<file path="src/rtl/exp_tmr0_portb.sv">
// Expansion-bus responder for the core's exp_* bus.
// Provides TMR0 (8-bit timer/counter with prescaler, external clock input and
// write-inhibit window) and PORTB (output latch plus TRIS direction register).
// Read data is registered and returned one clk after the read address.
module exp_tmr0_portb #(
  parameter logic [4:0] TMR0_ADDR   = 5'h01,
  parameter logic [4:0] PORTB_ADDR  = 5'h06,
  parameter int         SYNC_STAGES = 2
) (
  input  logic       clk,
  input  logic       rst,
  input  logic       exp_wr_en_i,
  input  logic [6:0] exp_wr_addr_i,
  input  logic [7:0] exp_dout_i,
  input  logic [6:0] exp_rd_addr_i,
  output logic [7:0] exp_din_o,
  input  logic       opt_wr_i,
  input  logic       tris_wr_i,
  input  logic [7:0] cfg_din_i,
  input  logic       t0cki_i,
  input  logic [7:0] portb_in_i,
  output logic [7:0] portb_out_o,
  output logic [7:0] portb_oe_o,
  output logic       t0_ovf_o
);

  // Ticks dropped after a TMR0 write, so a freshly written value holds for two clks.
  localparam logic [1:0] INHIBIT_CLKS = 2'd2;

  // Input synchronisers; the last stage is the one used by the logic.
  logic [SYNC_STAGES-1:0]      t0cki_sync_q;
  logic [SYNC_STAGES-1:0][7:0] portb_sync_q;
  logic                        t0cki_prev_q;

  // Architectural state.
  logic [7:0] tmr0_q,      tmr0_d;
  logic [7:0] presc_q,     presc_d;
  logic [1:0] inhibit_q,   inhibit_d;
  logic [5:0] opt_q,       opt_d;
  logic [7:0] trisb_q,     trisb_d;
  logic [7:0] portb_out_q, portb_out_d;
  logic [7:0] exp_din_q,   exp_din_d;
  logic       t0_ovf_q,    t0_ovf_d;

  // Decoded helpers.
  logic       t0cki_s;
  logic [7:0] portb_s;
  logic       t0_event;
  logic [7:0] presc_inc;
  logic       presc_tick;
  logic       tick;
  logic       inhibit_active;
  logic       wr_tmr0;
  logic       wr_portb;
  logic [4:0] rd_sel;
  logic [7:0] portb_rd;

  assign t0cki_s = t0cki_sync_q[SYNC_STAGES-1];
  assign portb_s = portb_sync_q[SYNC_STAGES-1];

  // Bank bits [6:5] are ignored so both registers mirror across all banks.
  assign wr_tmr0  = exp_wr_en_i && (exp_wr_addr_i[4:0] == TMR0_ADDR);
  assign wr_portb = exp_wr_en_i && (exp_wr_addr_i[4:0] == PORTB_ADDR);
  assign rd_sel   = exp_rd_addr_i[4:0];

  // Input pins read back the synchronised pin; output pins read back the latch.
  assign portb_rd = (trisb_q & portb_s) | (~trisb_q & portb_out_q);

  // Timer event, prescaler tick and next-state logic for all registers.
  always_comb begin
    // NOTE: every always_comb output gets a default first so no path can infer a latch.
    tmr0_d      = tmr0_q;
    presc_d     = presc_q;
    inhibit_d   = inhibit_q;
    opt_d       = opt_q;
    trisb_d     = trisb_q;
    portb_out_d = portb_out_q;
    t0_ovf_d    = 1'b0;
    exp_din_d   = 8'h00;

    // T0CS selects the internal clk or an edge of the synchronised pin; T0SE picks the edge.
    if (opt_q[5]) t0_event = opt_q[4] ? (~t0cki_s & t0cki_prev_q) : (t0cki_s & ~t0cki_prev_q);
    else          t0_event = 1'b1;

    // Prescaler output fires when the selected bit falls, giving 1:2^(PS+1).
    presc_inc      = presc_q + 8'd1;
    presc_tick     = presc_q[opt_q[2:0]] & ~presc_inc[opt_q[2:0]];
    inhibit_active = (inhibit_q != 2'd0);
    tick           = (opt_q[3] ? t0_event : (t0_event & presc_tick)) & ~inhibit_active;

    if (wr_tmr0) begin
      tmr0_d    = exp_dout_i;
      presc_d   = 8'h00;
      inhibit_d = INHIBIT_CLKS;
    end else begin
      if (inhibit_active) begin
        inhibit_d = inhibit_q - 2'd1;
        presc_d   = 8'h00;
      end else if (!opt_q[3] && t0_event) begin
        presc_d = presc_inc;
      end
      if (tick) begin
        tmr0_d   = tmr0_q + 8'd1;
        t0_ovf_d = (tmr0_q == 8'hFF);
      end
    end

    // Changing the prescaler setup restarts it from zero.
    if (opt_wr_i) begin
      opt_d   = cfg_din_i[5:0];
      presc_d = 8'h00;
    end
    if (tris_wr_i) trisb_d     = cfg_din_i;
    if (wr_portb)  portb_out_d = exp_dout_i;

    // Read mux samples pre-update state; a same-cycle write to the read address bypasses.
    if (rd_sel == TMR0_ADDR)       exp_din_d = tmr0_q;
    else if (rd_sel == PORTB_ADDR) exp_din_d = portb_rd;
    if (exp_wr_en_i && (exp_wr_addr_i[4:0] == rd_sel) &&
        (rd_sel == TMR0_ADDR || rd_sel == PORTB_ADDR)) begin
      exp_din_d = exp_dout_i;
    end
  end

  // State registers, synchronous active-high reset.
  always_ff @(posedge clk) begin
    if (rst) begin
      // NOTE: sequential state uses non-blocking assignments so every register samples pre-edge values.
      t0cki_sync_q <= '0;
      portb_sync_q <= '0;
      t0cki_prev_q <= 1'b0;
      tmr0_q       <= 8'h00;
      presc_q      <= 8'h00;
      inhibit_q    <= 2'd0;
      opt_q        <= 6'h3F;
      trisb_q      <= 8'hFF;
      portb_out_q  <= 8'h00;
      exp_din_q    <= 8'h00;
      t0_ovf_q     <= 1'b0;
    end else begin
      t0cki_sync_q <= {t0cki_sync_q[SYNC_STAGES-2:0], t0cki_i};
      portb_sync_q <= {portb_sync_q[SYNC_STAGES-2:0], portb_in_i};
      t0cki_prev_q <= t0cki_s;
      tmr0_q       <= tmr0_d;
      presc_q      <= presc_d;
      inhibit_q    <= inhibit_d;
      opt_q        <= opt_d;
      trisb_q      <= trisb_d;
      portb_out_q  <= portb_out_d;
      exp_din_q    <= exp_din_d;
      t0_ovf_q     <= t0_ovf_d;
    end
  end

  assign exp_din_o   = exp_din_q;
  assign portb_out_o = portb_out_q;
  assign portb_oe_o  = ~trisb_q;
  assign t0_ovf_o    = t0_ovf_q;

endmodule

</file>
<file path="config.mk">
export PLATFORM = sky130hd
export DESIGN_NAME = exp_tmr0_portb
export DESIGN_NICKNAME = d
export VERILOG_FILES = /design/src/rtl/exp_tmr0_portb.sv
export SDC_FILE = /design/constraint.sdc
export NUM_CORES = 1
export LEC_CHECK = 0
export CORE_MARGIN = 3
export CORE_UTILIZATION = 45
export CTS_CLUSTER_DIAMETER = 40
export CTS_CLUSTER_SIZE = 20
export DETAILED_ROUTE_END_ITERATION = 10
export GPL_TIMING_DRIVEN = 1
export PLACE_DENSITY = 0.83
export SETUP_SLACK_MARGIN = 0.1
export SYNTH_ARGS = -nofsm -noshare
export SYNTH_HDL_FRONTEND = slang
export SYNTH_SLANG_ARGS = --single-unit
</file>
<file path="constraint.sdc">
create_clock -name clk -period 4.9 [get_ports clk]
set_input_delay 0.98 -clock clk [delete_from_list [all_inputs] [get_ports clk]]
set_output_delay 0.98 -clock clk [all_outputs]
set_load 0.03 [all_outputs]
</file>
==> results of run 1 <==
[how the worst max path moves through the flow]
stage	start	endpoint	cells past startpoint
after floorplan	presc_q[0]	tmr0_q[7]	8
after global placement	rst	presc_q[1]	6
after detailed placement	rst	presc_q[6]	6
after CTS	rst	presc_q[5]	6
after global routing	rst	presc_q[5]	6
final	rst	presc_q[5]	6
[area by class of cell]
type	count	area, sq um
Clock buffer	9	124
Clock inverter	7	43.8
Multi-Input combinational cell	221	1430
Inverter	11	41.3
Timing Repair Buffer	65	648
Fill cell	522	2320
Sequential cell	68	1360
Tap cell	75	93.8
[power breakdown]
| group | total [mW] | switching [mW] | internal, mW |
|---|---|---|---|
| Sequential | 0.585 | 0.0147 | 0.571 |
| Clock | 0.392 | 0.212 | 0.180 |
| Combinational | 0.114 | 0.0539 | 0.0602 |
| Total | 1.09 | 0.280 | 0.811 |
[cell families (layout without fill, tap and decap cells)]
group	after synthesis	count (layout)
AND/OR/NAND/NOR	131	131
flip-flops	68	68
AO/OA/AOI/OAI	49	49
buffers and inverters	27	92
multiplexers	26	26
XOR/XNOR	13	13
adder cells (fa/ha/maj)	2	2
[state kept, by name, indices dropped and copies added, names as in the netlist]
name / cells
presc_q: 8
inhibit_q: 2
exp_din_o: 8
t0_ovf_o: 1
t0cki_sync_q: 2
tmr0_q: 8
trisb_q: 8
opt_q: 6
portb_out_o: 8
portb_s: 8
portb_sync_q: 8
t0cki_prev_q: 1
[placed cells by master (no fill, tap or decap), drive strengths merged, types with 4 or more instances in the layout]
master,n
a211oi,14
a21oi,13
clkbuf,9
clkdlybuf4s50,64
clkinv,5
dfxtp,68
inv,11
mux2i,24
nand2,29
nand3,7
nor2,42
nor2b,22
nor3,7
o211ai,9
or3,4
xnor2,9
xor2,4
[metal layers]
| layer | part of all wire [%] | GRT usage (%) | vias to the layer above |
|---|---|---|---|
| li1 | - | - | 1213 |
| met3 | 6.2 | 3.90 | 21 |
| met1 | 44 | 25.2 | 1128 |
| met4 | 3.7 | 12.6 | 0 |
| met2 | 47 | 31.0 | 99 |
| met5 | 0 | 0 | - |
==> out/metrics.cfg, run 1 <==
[worst_setup_path]
cp_top_family = buffers and inverters
arrival_ps = 3140
required_ps = 5180
path_buf_inv = 3
rr_endpoint = tmr0_q[7]
critPathLaunchType = primary input
crit_type = primary input to flip-flop
rr_worst_depth = 8
rrSetupSlack_ps = 2230
slowest_delay_ps = 630
slowest_stage = or4_1
end_kind = flip-flop
worstPathMaxFanout = 44
worstPathCellList = clkdlybuf4s50_1 -> buf_4 -> inv_1 -> nand2_1 -> or4_1 -> nor2_1
r2r-start = presc_q[0]

[clocking]
cts_max_path_buffers = 2
cts_resized = 0
cts-root-buf = clkbuf_8
clk_pin_slew_ps = 70
post-cts-setup-buffers = 0
clkLatencyLatePin_ps = 350
clock_sinks = 68
htreeDepth = 3
holdBufCountCts = 0
cts_tree = done
tritoncts.num_buffers = 9

[synth]
synth-simple-area-share_pct = 22.6
synthXorXnorAreaFrac_pct = 3.94
synthAdderAreaFrac_pct = 0.865
synth_top_family_by_area = simple AND/OR/NAND/NOR gates
synth_top_area_share_pct = 47.1
synthArstFlopShare_pct = 0
netlist_area_sq_mm = 0.00289
muxShareOfSynthArea_pct = 9.47
yosysUniqueCellTypes = 42
synth.top_cells.by_area = dfxtp_1 47%, mux2i_1 8.3%, nor2_1 5.4%
syn-instance-count = 316
synth_common_cells = 68 x dfxtp_1, 42 x nor2_1, 29 x nand2_1, 24 x mux2i_1, 22 x nor2b_1
synth-seq-cells = 68
yosysTopAreaCell = dfxtp_1
synth_edf_count = 0
synthFlopType = dfxtp_1
syn-num-nets = 362
avgSynthCellArea_sq_um = 9.15
synth.most_common_cell = dfxtp_1
yosysWarnings = 0
synth-compound-area-share_pct = 12.6
yosysSeqAreaShare_pct = 47.1

[run]
max_cap_violations = 0

[placement]
dp_slack_ps = 1680
dp_cells = 440
place_hpwl_um = 4980
io_buffers = 64
place.gp.congestion = 0.893
place_area_sq_mm = 0.00357

[global_route]
grt_pass1_vias = 2398
antenna_found_initial = 0
track_usage_pct = 19.9
overflow = 0
grt_pass1_wl_um = 11400
grt_max_degree = 45

[sta]
worst_pin_slew_ps = 919
worst_clock_skew_ps = 6.32
setup_violations = 0
period_minus_slack_ps = 2860
drv_slew = 0
fin_tns_setup_ps = 0
fin_ws_ps = 2040
rsz0062_at_grt = false
slew_headroom_pct = 38.4
worst_hold_slack_ps = 438
finalHoldViolCount = 0
fin_crit_sh_pct = 58.4
fmax_mhz = 349

[final_layout]
layout.cells.non_filler = 456
final_util_pct = 61.7
antenna_cells = 0
layout-drive-gt1-share_pct = 6.82
stdcell_area_sq_mm = 0.00374
synthToLayoutAreaGrowth_pct = 29.4
nets = 422

[floorplan]
die_x_um = 86.2
row_count = 28
design.portCount = 69
die_h_um = 86.2
start_util_pct = 47.7
coreArea_sq_mm = 0.00606
dieArea_sq_mm = 0.00743

[min_path]
whs_endpoint = portb_s[0]
hold-path-cell-count = 1
hold_start = portb_sync_q[0]
hp-class = flip-flop to flip-flop

[routing]
ant_nets = 0
vias_per_cell = 5.40
post-route-drc-count = 0
firstDrtPassIters = 4
dr_total_vias = 2461
wl_per_cell_um = 14.8
totalWireLength_um = 6770
drt_iter0_drc = 248

[power_and_ir_drop]
power_density_mw_per_mm2 = 292
ir_drop_mv = 0.217
p_leak_nw = 1.39
total_power_mw = 1.09

[outcome]
status = finished clean

Power figures use the tool's default switching activity.
==> run 2, diff against run 1 <==
CORE_UTILIZATION = 44   (was 45)
PLACE_DENSITY = 0.85   (was 0.83)
clock period = 2.5 ns   (was 4.9 ns; I/O delays follow)
==> run 2 against run 1 <==
Compared with the run above:
- sequential share of layout area decreased by 1.5 points
- clock skew increased by 0.57 ps
- worst hold slack got worse by 0.60 ps
- sequential power grew 97%
- non-clock buffer count grew 13
- sequential cell count is the same
- first-iteration DRC count decreased by 10%
- core utilization up 1.9 points
- combinational power increased by 100%
- cell area grew 4.2%
- via count grew 0.65%
- routed wire length rose by 1.1%
==> out/metrics.cfg, run 2 (same netlist as run 1, synthesis figures left out) <==
[outcome]
status = finished clean  ; unchanged

[final_layout]
multi_input_area_sq_mm = 0.00145  ; was 0.00143 sq mm
synthToLayoutAreaGrowth_pct = 34.9  ; was 29.4%
fillers = 492  ; was 522
layout-drive-gt1-share_pct = 11.2  ; was 6.82%
nets = 435  ; was 422
antenna_cells = 0  ; unchanged
final_common_cell = dfxtp_1  ; unchanged
area.sequential_sq_mm = 0.00136  ; unchanged
final_util_pct = 63.6  ; was 61.7%
layout_common_cells = 68 x dfxtp_1, 64 x clkdlybuf4s50_1, 42 x nor2_1  ; unchanged
stdcell_area_sq_mm = 0.00390  ; was 0.00374 sq mm

[global_route]
use_met2_pct = 29.1  ; was 31.0%
track_usage_pct = 19.4  ; was 19.9%
grt_util_met3_pct = 4.26  ; was 3.90%
grt-busiest-layer = met2  ; unchanged
overflow = 0  ; unchanged
grt_max_degree = 44  ; was 45
grt_pass1_wl_um = 11200  ; was 11400 um
grt_pass1_vias = 2370  ; was 2398
antenna_found_initial = 0  ; unchanged
grt_use_met1_pct = 25.2  ; about the same

[sta]
setup_violations = 0  ; unchanged
finalHoldViolCount = 0  ; unchanged
period_minus_slack_ps = 2300
fin_tns_setup_ps = 0  ; unchanged
slew_headroom_pct = 65.1  ; was 38.4%
worst_clock_skew_ps = 6.90  ; was 6.32 ps
fin_ws_ps = 196  ; was 2040 ps
worst_pin_slew_ps = 522  ; was 919 ps
drv_slew = 0  ; unchanged
fmax_mhz = 434
fin_crit_sh_pct = 92.2
rsz0062_at_grt = false  ; unchanged

[floorplan]
die_h_um = 87.1  ; was 86.2 um
row_count = 28  ; unchanged
start_util_pct = 47.2  ; was 47.7%
dieArea_sq_mm = 0.00758  ; was 0.00743 sq mm
die_x_um = 87.1  ; was 86.2 um
coreArea_sq_mm = 0.00613  ; was 0.00606 sq mm
design.portCount = 69  ; unchanged

[worst_setup_path]
slowest_delay_ps = 360  ; was 630 ps
slowest_stage = a311o_1  ; was or4_1
worstPathCellList = ha_2 -> and3_1 -> mux2_2 -> a311o_1 -> a41oi_4 -> nor3b_1 -> xnor2_1 -> a211oi_1  ; was clkdlybuf4s50_1 -> buf_4 -> inv_1 -> nand2_1 -> or4_1 -> nor2_1
required_ps = 2760  ; was 5180 ps
worstPathMaxFanout = 7  ; was 44
end_kind = flip-flop  ; unchanged
rr_worst_depth = 8  ; unchanged
arrival_ps = 2570  ; was 3140 ps
crit_type = flip-flop to flip-flop  ; was primary input to flip-flop
critPathLaunchType = flip-flop  ; was primary input

[routing]
post-route-drc-count = 0  ; unchanged
vias_per_cell = 5.28  ; was 5.40
drt_iter0_drc = 223  ; was 248
firstDrtPassIters = 4  ; unchanged
wl_per_cell_um = 14.6  ; was 14.8 um
totalWireLength_um = 6840  ; was 6770 um
dr_total_vias = 2477  ; was 2461
ant_nets = 0  ; unchanged

[placement]
place.gp.congestion = 0.827  ; was 0.893
place_area_sq_mm = 0.00367  ; was 0.00357 sq mm
dp_slack_ps = 133  ; was 1680 ps
place_hpwl_um = 5050  ; was 4980 um
io_buffers = 64  ; unchanged

[clocking]
htreeDepth = 3  ; unchanged
holdBufCountCts = 0  ; unchanged
cts-root-buf = clkbuf_8  ; unchanged
cts_max_path_buffers = 2  ; unchanged
clk_pin_slew_ps = 80  ; was 70 ps
clock_sinks = 68  ; unchanged
clkLatencyLatePin_ps = 360  ; was 350 ps
post-cts-setup-buffers = 0  ; unchanged
cts_tree = done  ; unchanged
tritoncts.num_buffers = 9  ; unchanged

[power_and_ir_drop]
switchingPower_uw = 603  ; was 280 uW
switching_share_pct = 26.0  ; was 25.7%
power_density_mw_per_mm2 = 595  ; was 292 mW/mm^2
p_clk_share_pct = 40.7  ; was 35.9%
p_int_mw = 1.72  ; was 811 uW
total_power_mw = 2.32  ; was 1.09 mW
p_seq_share_pct = 49.3  ; was 53.6%
p_leak_nw = 1.47  ; was 1.39 nW
ir_drop_mv = 0.437  ; was 0.217 mV
p_comb_share_pct = 10.0  ; was 10.5%

[min_path]
hold-path-cell-count = 1  ; unchanged
hp-class = flip-flop to flip-flop  ; unchanged

[run]
max_cap_violations = 0  ; unchanged

==> run 2: repair_timing <==
item                                    4_1_cts  5_1_grt
gates resized for setup                       0        6
endpoints found under the hold margin         0        0
endpoints found under the setup margin        0        8
==> run 2: cell type report <==
cell class                      instances  area share (%)
Clock buffer                            9            3.18
Clock inverter                          7            2.15
Inverter                               11            1.06
Multi-Input combinational cell        221            37.2
Sequential cell                        68            34.9
Tap cell                               75            2.41
Timing Repair Buffer                   78            19.1
==> run 2: worst paths after layout <==
check                        from    endpoint  slack [ps]
setup / recovery       presc_q[1]   tmr0_q[6]         200
hold / removal    portb_sync_q[3]  portb_s[3]         440
setup reg to reg       presc_q[1]   tmr0_q[6]         200
hold reg to reg   portb_sync_q[3]  portb_s[3]         440
==> run 2: routing by layer <==
metal  part of all wire (%)  up-vias
li1                       -     1235
met1                     44     1129
met2                     46       96
met3                    7.4       17
met4                    2.9        0
met5                      0        -
==> run 2: power by group through the flow <==
stage	Combinational [mW]	Sequential [mW]	Clock [mW]
2_1_floorplan	0.117	1.16	0
3_3_place_gp	0.227	1.17	0
3_5_place_dp	0.230	1.17	0
4_1_cts	0.232	1.15	0.956
5_1_grt	0.252	1.15	1.01
6_report	0.232	1.15	0.945
==> run 2: worst max-delay path, delay by kind of cell, from the launching register on <==
kind | cells | cell delay [ps]
flip-flops | 1 | 350
AND/OR/NAND/NOR | 2 | 310
AO/OA/AOI/OAI | 3 | 860
XOR/XNOR | 1 | 150
adder cells (fa/ha/maj) | 1 | 200
multiplexers | 1 | 340
==> run 2: per-stage QoR <==
stage,std cells,hold WS (ps)
5_1_grt,469,457
2_1_floorplan,316,414
3_5_place_dp,453,420
3_3_place_gp,453,417
4_1_cts,469,440
6_report,469,437
